[src/rtl/alu_pkg.sv]
// Shared ALUop codes, FSM state encoding and op decode helpers for the bit-serial ALU.
package alu_pkg;

  localparam logic [2:0] OP_AND = 3'b000;
  localparam logic [2:0] OP_OR  = 3'b001;
  localparam logic [2:0] OP_ADD = 3'b010;
  localparam logic [2:0] OP_SUB = 3'b110;
  localparam logic [2:0] OP_SLT = 3'b111;

  // Slice output select, taken from the low two ALUop bits
  localparam logic [1:0] SEL_AND = 2'b00;
  localparam logic [1:0] SEL_OR  = 2'b01;

  typedef enum logic [1:0] {
    S_IDLE    = 2'd0,
    S_RUN     = 2'd1,
    S_SLT_FIX = 2'd2,
    S_DONE    = 2'd3
  } state_e;

  function automatic logic op_supported(input logic [2:0] op);
    return (op == OP_AND) || (op == OP_OR) || (op == OP_ADD) ||
           (op == OP_SUB) || (op == OP_SLT);
  endfunction

  function automatic logic op_subtracts(input logic [2:0] op);
    return (op == OP_SUB) || (op == OP_SLT);
  endfunction

endpackage

[src/rtl/alu_bit_slice.sv]
// One-bit ALU slice: AND / OR / full-adder sum with optional B inversion.
// Purely combinational; the sequencer feeds it one operand bit per clock.
module alu_bit_slice
  import alu_pkg::*;
(
  input  logic       a,
  input  logic       b,
  input  logic       binvert,
  input  logic       cin,
  input  logic [1:0] op,
  output logic       res,
  output logic       cout
);

  logic bb;
  logic sum;

  assign bb   = b ^ binvert;
  assign sum  = a ^ bb ^ cin;
  assign cout = (a & bb) | (a & cin) | (bb & cin);

  always_comb begin
    res = sum;
    case (op)
      SEL_AND: res = a & bb;
      SEL_OR:  res = a | bb;
      default: res = sum;
    endcase
  end

endmodule

[src/rtl/serial_alu_ctrl.sv]
// Bit-serial ALU sequencer: latches operands on start, runs one slice per clock LSB first,
// applies the SLT fix-up and signals completion with ready/busy/done.
module serial_alu_ctrl
  import alu_pkg::*;
#(
  parameter int WIDTH = 32
) (
  input  logic             clk,
  input  logic             rst,
  input  logic             start,
  input  logic [2:0]       op,
  input  logic [WIDTH-1:0] a,
  input  logic [WIDTH-1:0] b,
  output logic             ready,
  output logic             busy,
  output logic             done,
  output logic [WIDTH-1:0] result,
  output logic             zero,
  output logic             overflow,
  output logic             err
);

  localparam int CW = $clog2(WIDTH);
  localparam logic [CW-1:0] LAST_BIT = CW'(WIDTH - 1);

  state_e           state_q, state_d;
  logic [CW-1:0]    cnt_q;
  logic             carry_q;
  logic [WIDTH-1:0] a_q, b_q, res_q;
  logic [2:0]       op_q;
  logic             ovf_q, err_q, set_q;

  logic accept;
  logic last_bit;
  logic slice_res, slice_cout;
  logic msb_ovf;

  assign accept   = ready & start;
  assign last_bit = (cnt_q == LAST_BIT);
  assign msb_ovf  = carry_q ^ slice_cout;

  alu_bit_slice u_slice (
    .a       (a_q[cnt_q]),
    .b       (b_q[cnt_q]),
    .binvert (op_subtracts(op_q)),
    .cin     (carry_q),
    .op      (op_q[1:0]),
    .res     (slice_res),
    .cout    (slice_cout)
  );

  always_ff @(posedge clk or posedge rst) begin
    if (rst) state_q <= S_IDLE;
    else     state_q <= state_d;
  end

  always_comb begin
    state_d = state_q;
    case (state_q)
      S_IDLE, S_DONE: begin
        if (start)                 state_d = op_supported(op) ? S_RUN : S_DONE;
        else if (state_q == S_DONE) state_d = S_IDLE;
      end
      S_RUN: begin
        if (last_bit) state_d = (op_q == OP_SLT) ? S_SLT_FIX : S_DONE;
      end
      S_SLT_FIX: state_d = S_DONE;
      default:   state_d = S_IDLE;
    endcase
  end

  always_comb begin
    ready = (state_q == S_IDLE) || (state_q == S_DONE);
    busy  = (state_q == S_RUN) || (state_q == S_SLT_FIX);
    done  = (state_q == S_DONE);
  end

  // Result fills from the MSB side so bit i lands at position i after WIDTH shifts
  always_ff @(posedge clk or posedge rst) begin
    if (rst) begin
      a_q     <= '0;
      b_q     <= '0;
      op_q    <= OP_AND;
      cnt_q   <= '0;
      carry_q <= 1'b0;
      res_q   <= '0;
      ovf_q   <= 1'b0;
      err_q   <= 1'b0;
      set_q   <= 1'b0;
    end else if (accept) begin
      a_q     <= a;
      b_q     <= b;
      op_q    <= op;
      cnt_q   <= '0;
      carry_q <= op_subtracts(op);
      res_q   <= '0;
      ovf_q   <= 1'b0;
      err_q   <= ~op_supported(op);
      set_q   <= 1'b0;
    end else if (state_q == S_RUN) begin
      res_q   <= {slice_res, res_q[WIDTH-1:1]};
      carry_q <= slice_cout;
      cnt_q   <= cnt_q + CW'(1);
      if (last_bit) begin
        set_q <= slice_res ^ msb_ovf;
        if (op_q == OP_ADD || op_q == OP_SUB) ovf_q <= msb_ovf;
      end
    end else if (state_q == S_SLT_FIX) begin
      res_q <= {{(WIDTH-1){1'b0}}, set_q};
      ovf_q <= 1'b0;
    end
  end

  assign result   = res_q;
  assign zero     = (res_q == '0);
  assign overflow = ovf_q;
  assign err      = err_q;

endmodule
[config.mk]
export PLATFORM = sky130hd
export DESIGN_NAME = serial_alu_ctrl
export DESIGN_NICKNAME = d
export VERILOG_FILES = /design/src/rtl/alu_pkg.sv /design/src/rtl/alu_bit_slice.sv /design/src/rtl/serial_alu_ctrl.sv
export SDC_FILE = /design/constraint.sdc
export NUM_CORES = 1
export LEC_CHECK = 0
export BUFFER_PORTS_ARGS = -buffer_cell sky130_fd_sc_hd__buf_2
export CORE_AREA = 2 2 135 137
export CTS_CLUSTER_SIZE = 30
export DETAILED_ROUTE_END_ITERATION = 7
export DIE_AREA = 0 0 137 139
export GPL_TIMING_DRIVEN = 0
export MAX_ROUTING_LAYER = met4
export PLACE_DENSITY = 0.54
export SLEW_MARGIN = 20
export SYNTH_ARGS = -nofsm -noshare
export SYNTH_HDL_FRONTEND = slang
export SYNTH_HIERARCHICAL = 1
export SYNTH_SLANG_ARGS = --single-unit
[constraint.sdc]
create_clock -name clk -period 6.9 [get_ports clk]
set_input_delay 1.38 -clock clk [delete_from_list [all_inputs] [get_ports clk]]
set_output_delay 1.38 -clock clk [all_outputs]
set_load 0.01 [all_outputs]
Yosys cells after proc, flatten, opt, wreduce, memory -nomap -nowiden. Cells that the tools add are included.

$add $sub $neg: 1. Order comparisons: 1. Equality and inequality tests: 16. Multiplexer cells: 26. Bitwise logic cells: 13. Reductions and logical operators: 20.

Operators by type and width (count): $mux W32 (3); $logic_not A32 Y1 (1); $mux W1 (13); $eq A3 B3 Y1 const B (4); $bmux W1 S5 (2); $mux W5 (2); $logic_or A1 B1 Y1 (9); $mux W2 (4); $eq A3 B2 Y1 const B (2); $lt A5 B6 Y1 const B (1); $ne A3 B3 Y1 const B (2); $pmux W2 S3 (1); $add A5 B1 Y5 const B (1); $eq A5 B5 Y1 const B (1); $xor A1 B1 Y1 (5); $and A1 B1 Y1 (4); $eq A2 B1 Y1 const B (2); $eq A2 B2 Y1 const B (2); $logic_not A2 Y1 (2); $reduce_and A2 Y1 (2); $reduce_bool A2 Y1 (2); $eq A3 B1 Y1 const B (1); $logic_not A3 Y1 (1); $ne A3 B2 Y1 const B (1); other kinds (7) (9).

Register bits after elaboration: 110. Output and inout port bits: 38. Logic and storage cells: 87.

Depth between registers and ports, before layout. Gate-level depths: netlist of run 1.

Word-level depth: 11. Depth in mapped cells: 14. Gate-level depth less buffers: 12.

Modules after synthesis. The synthesis of run 1 kept the hierarchy.

By module, submodules not included: serial_alu_ctrl (times used 1, cells an instance 490, area an instance 4936.0 um^2, seq. area each 2752.6 um^2); alu_bit_slice (times used 1, cells an instance 12, area an instance 93.8 um^2, seq. area each 0.0 um^2).

Least setup slack after synthesis of run 1. No wires, ideal clock.

Path kind: flip-flop to flip-flop. Start point: register cnt_q[0]. End point: register set_q. Arrival: 2629 ps. Data required time: 6822 ps. Slack: 4193 ps. Stages on the path, launching flop included: 14. Clock period less this slack: 2707 ps. Cell sequence: dfrtp_1 buf_6 or3b_4 o221ai_1 a31oi_1 a22oi_1 xor2_1 inv_1 fa_1 nand2_1 o31a_1 xnor2_1 nand3_1 a21oi_1.

Elaborated cells between the ends (all ways): 22. Those cells by class: 1 x eq/ne; 8 x mux; 11 x bitwise; 2 x reduce/logical.

RTL lines: start: declaration (RTL line serial_alu_ctrl.sv:27) `logic [CW-1:0] cnt_q;`; start signal: assignment (RTL line serial_alu_ctrl.sv:103) `cnt_q <= cnt_q + CW'(1);`; $bmux W1 S5 (RTL line serial_alu_ctrl.sv:44) `.b (b_q[cnt_q]),`; $mux W1 (not written as such) (RTL line serial_alu_ctrl.sv:44); $xor A1 B1 Y1 (RTL line alu_bit_slice.sv:18) `assign bb = b ^ binvert;`; $xor A1 B1 Y1 (2 in series) (RTL line alu_bit_slice.sv:19) `assign sum = a ^ bb ^ cin;`; $pmux W1 S2 (*) (RTL line alu_bit_slice.sv:24) `case (op)`; via slice_res (RTL line serial_alu_ctrl.sv:35) `logic slice_res, slice_cout;`; $xor A1 B1 Y1 (*) (RTL line serial_alu_ctrl.sv:105) `set_q <= slice_res ^ msb_ovf;`; $mux W1 (*) (RTL line serial_alu_ctrl.sv:104) `if (last_bit) begin`; $mux W1 (*) (RTL line serial_alu_ctrl.sv:100) `end else if (state_q == S_RUN) begin`; $mux W1 (*) (RTL line serial_alu_ctrl.sv:90) `end else if (accept) begin`; end signal: assignment (RTL line serial_alu_ctrl.sv:105); end: declaration (RTL line serial_alu_ctrl.sv:31) `logic ovf_q, err_q, set_q;`.

Mark *: on every way through the listed nets, which the timed path passes. The rest lies on a longest branch. The select of a mux whose other input is x is not followed. A chain may end at the register's enable or synchronous reset.

Worst setup path after layout of run 1. Ends and elaborated chain as after synthesis.

==> results of run 1 <==
## stage by stage
step / total power [mW] / std cells / hold slack [ps] / area [µm²] / util, %
2_1_floorplan: 1.73 / 502 / 437 / 5030 / -
3_3_place_gp: 2.01 / 838 / 450 / 5850 / 33.1
3_5_place_dp: 2.05 / 839 / 456 / 5880 / 33.3
4_1_cts: 2.57 / 855 / 475 / 6170 / 34.9
5_1_grt: 2.75 / 855 / 483 / 6170 / 34.9
6_report: 2.53 / 855 / 472 / 6170 / 34.9
## cell families after synthesis
| logic type | after synthesis | share of synthesized area [%] |
|---|---|---|
| adders and majority gates | 8 | 2.14 |
| and+or+nand+nor | 245 | 19.7 |
| muxes | 29 | 8.31 |
| xor gates and xnor gates | 6 | 1.04 |
| buffers and inverters | 40 | 4.23 |
| DFF | 110 | 54.7 |
| AOI/OAI and AO/OA | 64 | 9.83 |
## metal layers
layer | GRT usage (%) | vias to the layer above
met3 | 4.02 | 13
li1 | - | 1937
met4 | 3.64 | 0
met1 | 19.2 | 1949
met5 | - | -
met2 | 22.7 | 115
## tightest hold or removal path, delay by kind of cell, from the launching register on
kind | cells | cell delay (ps)
flip-flops | 1 | 340
AND/OR/NAND/NOR | 2 | 110
## state kept, by name, summed over array words and instances (netlist names), 2 cells and up
name / count
a_q: 32
b_q: 32
result: 32
cnt_q: 5
op_q: 3
state_q: 2
## power groups by stage
stage	clock (mW)	sequential [mW]	combinational, mW
floorplan	0	0.951	0.779
global placement	0	0.977	1.03
detailed placement	0	0.988	1.06
CTS	0.525	0.975	1.07
global route	0.552	1.00	1.20
finish	0.506	0.974	1.05
## worst paths after layout
path                                 startpoint               endpoint  cells past startpoint
max in group asynchronous                   rst     b_q[0]$_DFFE_PP0N_                      3
min in group asynchronous                   rst  result[6]$_DFFE_PP0P_                      2
min reg2reg                  a_q[5]$_DFFE_PP0N_     a_q[5]$_DFFE_PP0N_                      2
max reg2reg                cnt_q[0]$_DFFE_PP0P_      set_q$_DFFE_PP0P_                     13
min                          a_q[5]$_DFFE_PP0N_     a_q[5]$_DFFE_PP0N_                      2
max                        cnt_q[0]$_DFFE_PP0P_      set_q$_DFFE_PP0P_                     13
## area by class of cell
class	instances	area (µm²)	share of cell area [%]
Sequential cell	110	2750	44.6
Tap cell	229	287	4.64
Multi-Input combinational cell	352	2060	33.5
Clock inverter	4	30.0	0.487
Timing Repair Buffer	108	563	9.12
Inverter	10	42.5	0.689
Buffer	30	175	2.84
Clock buffer	12	256	4.16
## layout by cell type, fill, tap and decap left out, types with 8 or more instances in the layout
cell type  netlist  layout
a22o_1          32      32
buf_2           13     120
clkbuf_1        11      12
clkbuf_16        0       9
dfrtp_1        110     110
inv_1           10       9
mux2i_1         20      20
nand2_1        208     208
nor2_1          10      10
nor4_1           8       8
o21ai_0          9       9
==> results.yml, run 1 <==
drt:
  dr.first_iter.drc_count: 200
  drt-wirelength-per-cell_um: 15.5
  vias_per_cell: 4.69
  wl_met3_um: 713
  via_count: 4014
  routed_wl_um: 13200
  drcViolationCount: 0
  antenna_left: 0
  wl_met2_um: 6190
  routed.top_layer: "met4"
  met1_length_um: 6170
  drt-pass1-iter-count: 4
pwr:
  clkPwrFrac_pct: 20.0
  sw_frac_of_total_pct: 39.4
  power_density_mw_per_mm2: 410
  p_leak_nw: 3.24
  irDropWorstVdd_mv: 0.166
  p_seq_share_pct: 38.5
  p_sw_mw: 0.999
  combPwrFrac_pct: 41.5
  internal_power_mw: 1.53
timing:
  rsz0062_at_grt: "no"
  min_period_ps: 3090
  setup_viol: 0
  setup_slack_ps: 3810
  slew_violations: 0
  maxSlewHeadroom_pct: 65.5
  tightest_slew_ps: 518
  fin_setup_tns_ps: 0
  fmax_ghz: 0.324
  clock_skew_ps: 11.1
  post-route-period-util_pct: 44.8
  hold_viol: 0
finish:
  syn_to_final_growth_pct: 22.7
  antennaDiodeCount: 0
  fin_nets: 699
  nFillCells: 1851
  drive_gt1_share_pct: 23.5
flow_run:
  drv_cap: 0
synth:
  synth_common_cells: "208 x nand2_1, 110 x dfrtp_1, 32 x a22o_1, 20 x mux2i_1, 13 x buf_2"
  synth.distinct_cells: 40
  yosysTopAreaCellShare_pct: 54.7
  syn-num-nets: 580
  synth_cells: 502
  synth_ff_type: "dfrtp_1"
  ys_seq_elements: 110
  ys_async_sr_fraction_pct: 100
  synth-edff-count: 0
  yosys-top-cells-area: "dfrtp_1 55%, nand2_1 16%, a22o_1 5.6%"
  avgSynthCellArea_um2: 10.0
  synth.most_common_cell: "nand2_1"
  syn_area_mm2: 0.00503
  yosysSeqAreaShare_pct: 54.7
  synth_top_cell_by_area: "dfrtp_1"
  yosysWarnings: 6
clock_tree:
  numCtsBuffers: 9
  cts_buffer_depth: 2
  clk_latency_ps: 360
  cts_tree: "yes"
  cts.clk_slew.worst_paths_ps: 80
  post_cts_buffers: 0
  clock-sinks: 110
  cts-root-buf: "clkbuf_16"
  htree_levels: 3
  ctsResizeCount: 0
  postCtsHoldBufs: 0
worst_setup_path:
  cp_cell_sequence: "buf_6 > or3b_4 > o221ai_1 > a31oi_1 > a22oi_1 > xor2_1 > inv_1 > fa_1 > nand2_1 > o31a_1 > xnor2_1 > nand3_1 > a21oi_1"
  required_ps: 7170
  cpPeakStageDelay_ps: 490
  worstPathMaxFanout: 10
  startpoint_type: "flop"
  path_delay_family: "compound AO/OA/AOI/OAI gates"
  crit_buf_inv: 2
  cp-end-kind: "flop"
  arrival_ps: 3360
  crit_type: "reg2reg"
  critPathSlowestCell: "fa_1"
  regToRegSetupSlack_ps: 3810
floorplan:
  io_pins: 108
  start_util_pct: 28.5
  die_w_um: 137
  fp.dieArea_mm2: 0.0190
  die-height_um: 139
  rows: 49
  coreArea_mm2: 0.0177
grt:
  grtUsageTotal_pct: 14.7
  antenna_found_initial: 0
  grt_pass1_vias: 3996
  gr-total-overflow: 0
  grt_max_degree: 63
  grt_first_pass_wirelength_um: 21000
placement:
  port_buffers: 107
  place_ws_ps: 3830
  gp_congestion: 0.816
  hpwl_um: 9670
worst_hold_path:
  min_path_type: "reg2reg"
outcome:
  outcome: "finished clean"
No activity file was read; power rests on OpenSTA's default activity.
==> run 2: changes to the inputs <==
- ABC_AREA: unset -> 1
- CORE_AREA: 2 2 135 137 -> 2 2 138 140
- DIE_AREA: 0 0 137 139 -> 0 0 140 142
- clock period: 6.9 -> 3.05 ns (I/O delays scaled with it)
==> results.yml, run 2 <==
drt:
  drt-pass1-iter-count: 7
  dr.first_iter.drc_count: 264
  via_count: 4455
  drt-wirelength-per-cell_um: 13.9
  drcViolationCount: 4
  vias_per_cell: 4.42
  routed_wl_um: 14000
  antenna_left: 0
finish:
  fin_nets: 847
  drive_gt1_share_pct: 21.3
  final_core_util_pct: 34.8
  nFillCells: 1961
  final_cell_mix: "210 x nand2_1, 129 x buf_2, 110 x dfrtp_1, 93 x inv_1, 52 x o21ai_0"
  syn_to_final_growth_pct: 23.3
  layout_commonest_cell: "nand2_1"
pwr:
  clkPwrFrac_pct: 18.7
  power_mw: 6.03
  power_density_mw_per_mm2: 940
  p_leak_nw: 3.34
  sw_frac_of_total_pct: 42.4
  internal_power_mw: 3.47
  combPwrFrac_pct: 45.5
  p_sw_mw: 2.56
  irDropWorstVdd_mv: 0.328
  p_seq_share_pct: 35.8
worst_setup_path:
  critPathSlowestCell: "fa_1"
  required_ps: 3320
  cpMostUsedCell: "nand2_1"
  crit_buf_inv: 4
  path_delay_family: "simple AND/OR/NAND/NOR gates"
  cpPeakStageDelay_ps: 460
  cp_cell_sequence: "buf_2 > inv_1 > nand2_1 > a21oi_1 > nor2_1 > nand2_1 > nand2_1 > inv_1 > xnor2_1 > fa_1 > or2_0 > nand2_1 > inv_1 > nand2_1 > nand3_1 > o22ai_1"
  arrival_ps: 3000
  startpoint_type: "flop"
  cp-end-kind: "flop"
  crit_type: "reg2reg"
  worstPathMaxFanout: 8
synth:
  synth.distinct_cells: 27
  syn-num-nets: 725
  yosysSeqAreaShare_pct: 52.9
  synth.most_common_cell: "nand2_1"
  avgSynthCellArea_um2: 8.05
  synth-edff-count: 0
  synth_top_cell_by_area: "dfrtp_1"
  ys_async_sr_fraction_pct: 100
  yosysWarnings: 6
  synth_cells: 647
  synth_common_cells: "210 x nand2_1, 110 x dfrtp_1, 94 x inv_1, 52 x o21ai_0, 44 x nand3_1"
  ys_seq_elements: 110
  yosysTopAreaCellShare_pct: 52.9
  yosys-top-cells-area: "dfrtp_1 53%, nand2_1 15%, inv_1 6.8%"
  syn_area_mm2: 0.00521
  synth_ff_type: "dfrtp_1"
outcome:
  violations: "DRC"
  outcome: "finished, violations left"
grt:
  gr-total-overflow: 0
  grt_first_pass_wirelength_um: 23500
  antenna_found_initial: 1
  grtUsageTotal_pct: 15.5
  grt_max_degree: 34
  grt_pass1_vias: 4601
timing:
  setup_viol: 0
  setup_slack_ps: 323
  hold_viol: 0
  tightest_slew_ps: 524
  fin_setup_tns_ps: 0
  hold_ws_ps: 292
  slew_violations: 0
  fmax_ghz: 0.367
  min_period_ps: 2730
  post-route-period-util_pct: 89.4
  maxSlewHeadroom_pct: 65.0
  clock_skew_ps: 9.95
  rsz0062_at_grt: "no"
clock_tree:
  postCtsHoldBufs: 0
  clock-sinks: 110
  cts_buffer_depth: 2
  htree_levels: 3
  cts-root-buf: "clkbuf_16"
  cts.clk_slew.worst_paths_ps: 80
  ctsResizeCount: 0
  post_cts_buffers: 0
  numCtsBuffers: 9
  clk_latency_ps: 350
  cts_tree: "yes"
floorplan:
  rows: 50
  coreArea_mm2: 0.0185
  start_util_pct: 28.2
  die_w_um: 140
  io_pins: 108
  fp.dieArea_mm2: 0.0199
  die-height_um: 142
worst_hold_path:
  min_path_type: "in2async"
placement:
  gp_congestion: 0.800
  port_buffers: 107
  hpwl_um: 10600
  place_ws_ps: 334
flow_run:
  drv_cap: 0
## run 2: cell families after synthesis
family                   after synthesis  synth area share [%]
AND/OR/NAND/NOR                      297                  23.3
buffers and inverters                131                  10.9
flip-flops                           110                  52.9
AO/OA/AOI/OAI                         99                  10.5
adder cells (fa/ha/maj)                8                  2.07
XOR/XNOR                               2                 0.336
## run 2: worst reg2reg max path, delay by kind of cell, from the launching register on
kind	cells	cell delay, ps
AND/OR/NAND/NOR	8	830
buffers and inverters	4	530
adder cells (fa/ha/maj)	1	460
flip-flops	1	360
AO/OA/AOI/OAI	2	310
XOR/XNOR	1	170
## run 2: layout make-up
type | instances | area (µm²) | area share (%)
flip-flops and latches | 110 | 2750 | 42.9
multi-input cells | 406 | 1890 | 29.4
repair buffers | 111 | 631 | 9.82
inverters | 99 | 380 | 5.92
well taps | 234 | 293 | 4.56
clock buffers | 9 | 225 | 3.51
plain buffers | 32 | 193 | 3.00
clock inverters | 7 | 57.6 | 0.897
diodes | 1 | 2.50 | 0.0390
## run 2: final timing paths
path                                           start                      to  slack, ps  depth (start not counted)
max in group asynchronous                        rst      b_q[5]$_DFFE_PP0N_       1920                          5
worst min register to register   b_q[28]$_DFFE_PP0N_     b_q[28]$_DFFE_PP0N_        480                          2
worst min-delay path                             rst  result[19]$_DFFE_PP0P_        290                          2
worst max-delay path            cnt_q[2]$_DFFE_PP0P_       set_q$_DFFE_PP0P_        320                         16
worst max register to register  cnt_q[2]$_DFFE_PP0P_       set_q$_DFFE_PP0P_        320                         16
min in group clk                               a[13]     a_q[13]$_DFFE_PP0N_        450                          3
## run 2: power by group through the flow
stage	clock, mW	sequential [mW]	combinational (mW)
floorplan	0	2.14	2.04
global placement	0	2.19	2.74
detailed placement	0	2.19	2.78
CTS	1.17	2.17	2.80
global route	1.22	2.23	3.23
finish	1.13	2.16	2.74
## run 2: routing by layer
metal | share of wire (%) | up-vias | track usage, %
met1 | 49 | 2071 | 21.0
met4 | 1.8 | 0 | 6.54
li1 | - | 2295 | -
met5 | 0 | - | -
met2 | 46 | 77 | 23.4
met3 | 3.9 | 12 | 2.02
## run 2: metrics by stage
stage                     cells  instance area [µm²]
after floorplan             647                 5210
after global placement      988                 6040
after detailed placement    992                 6130
after CTS                  1008                 6420
after global routing       1009                 6420
final                      1009                 6420
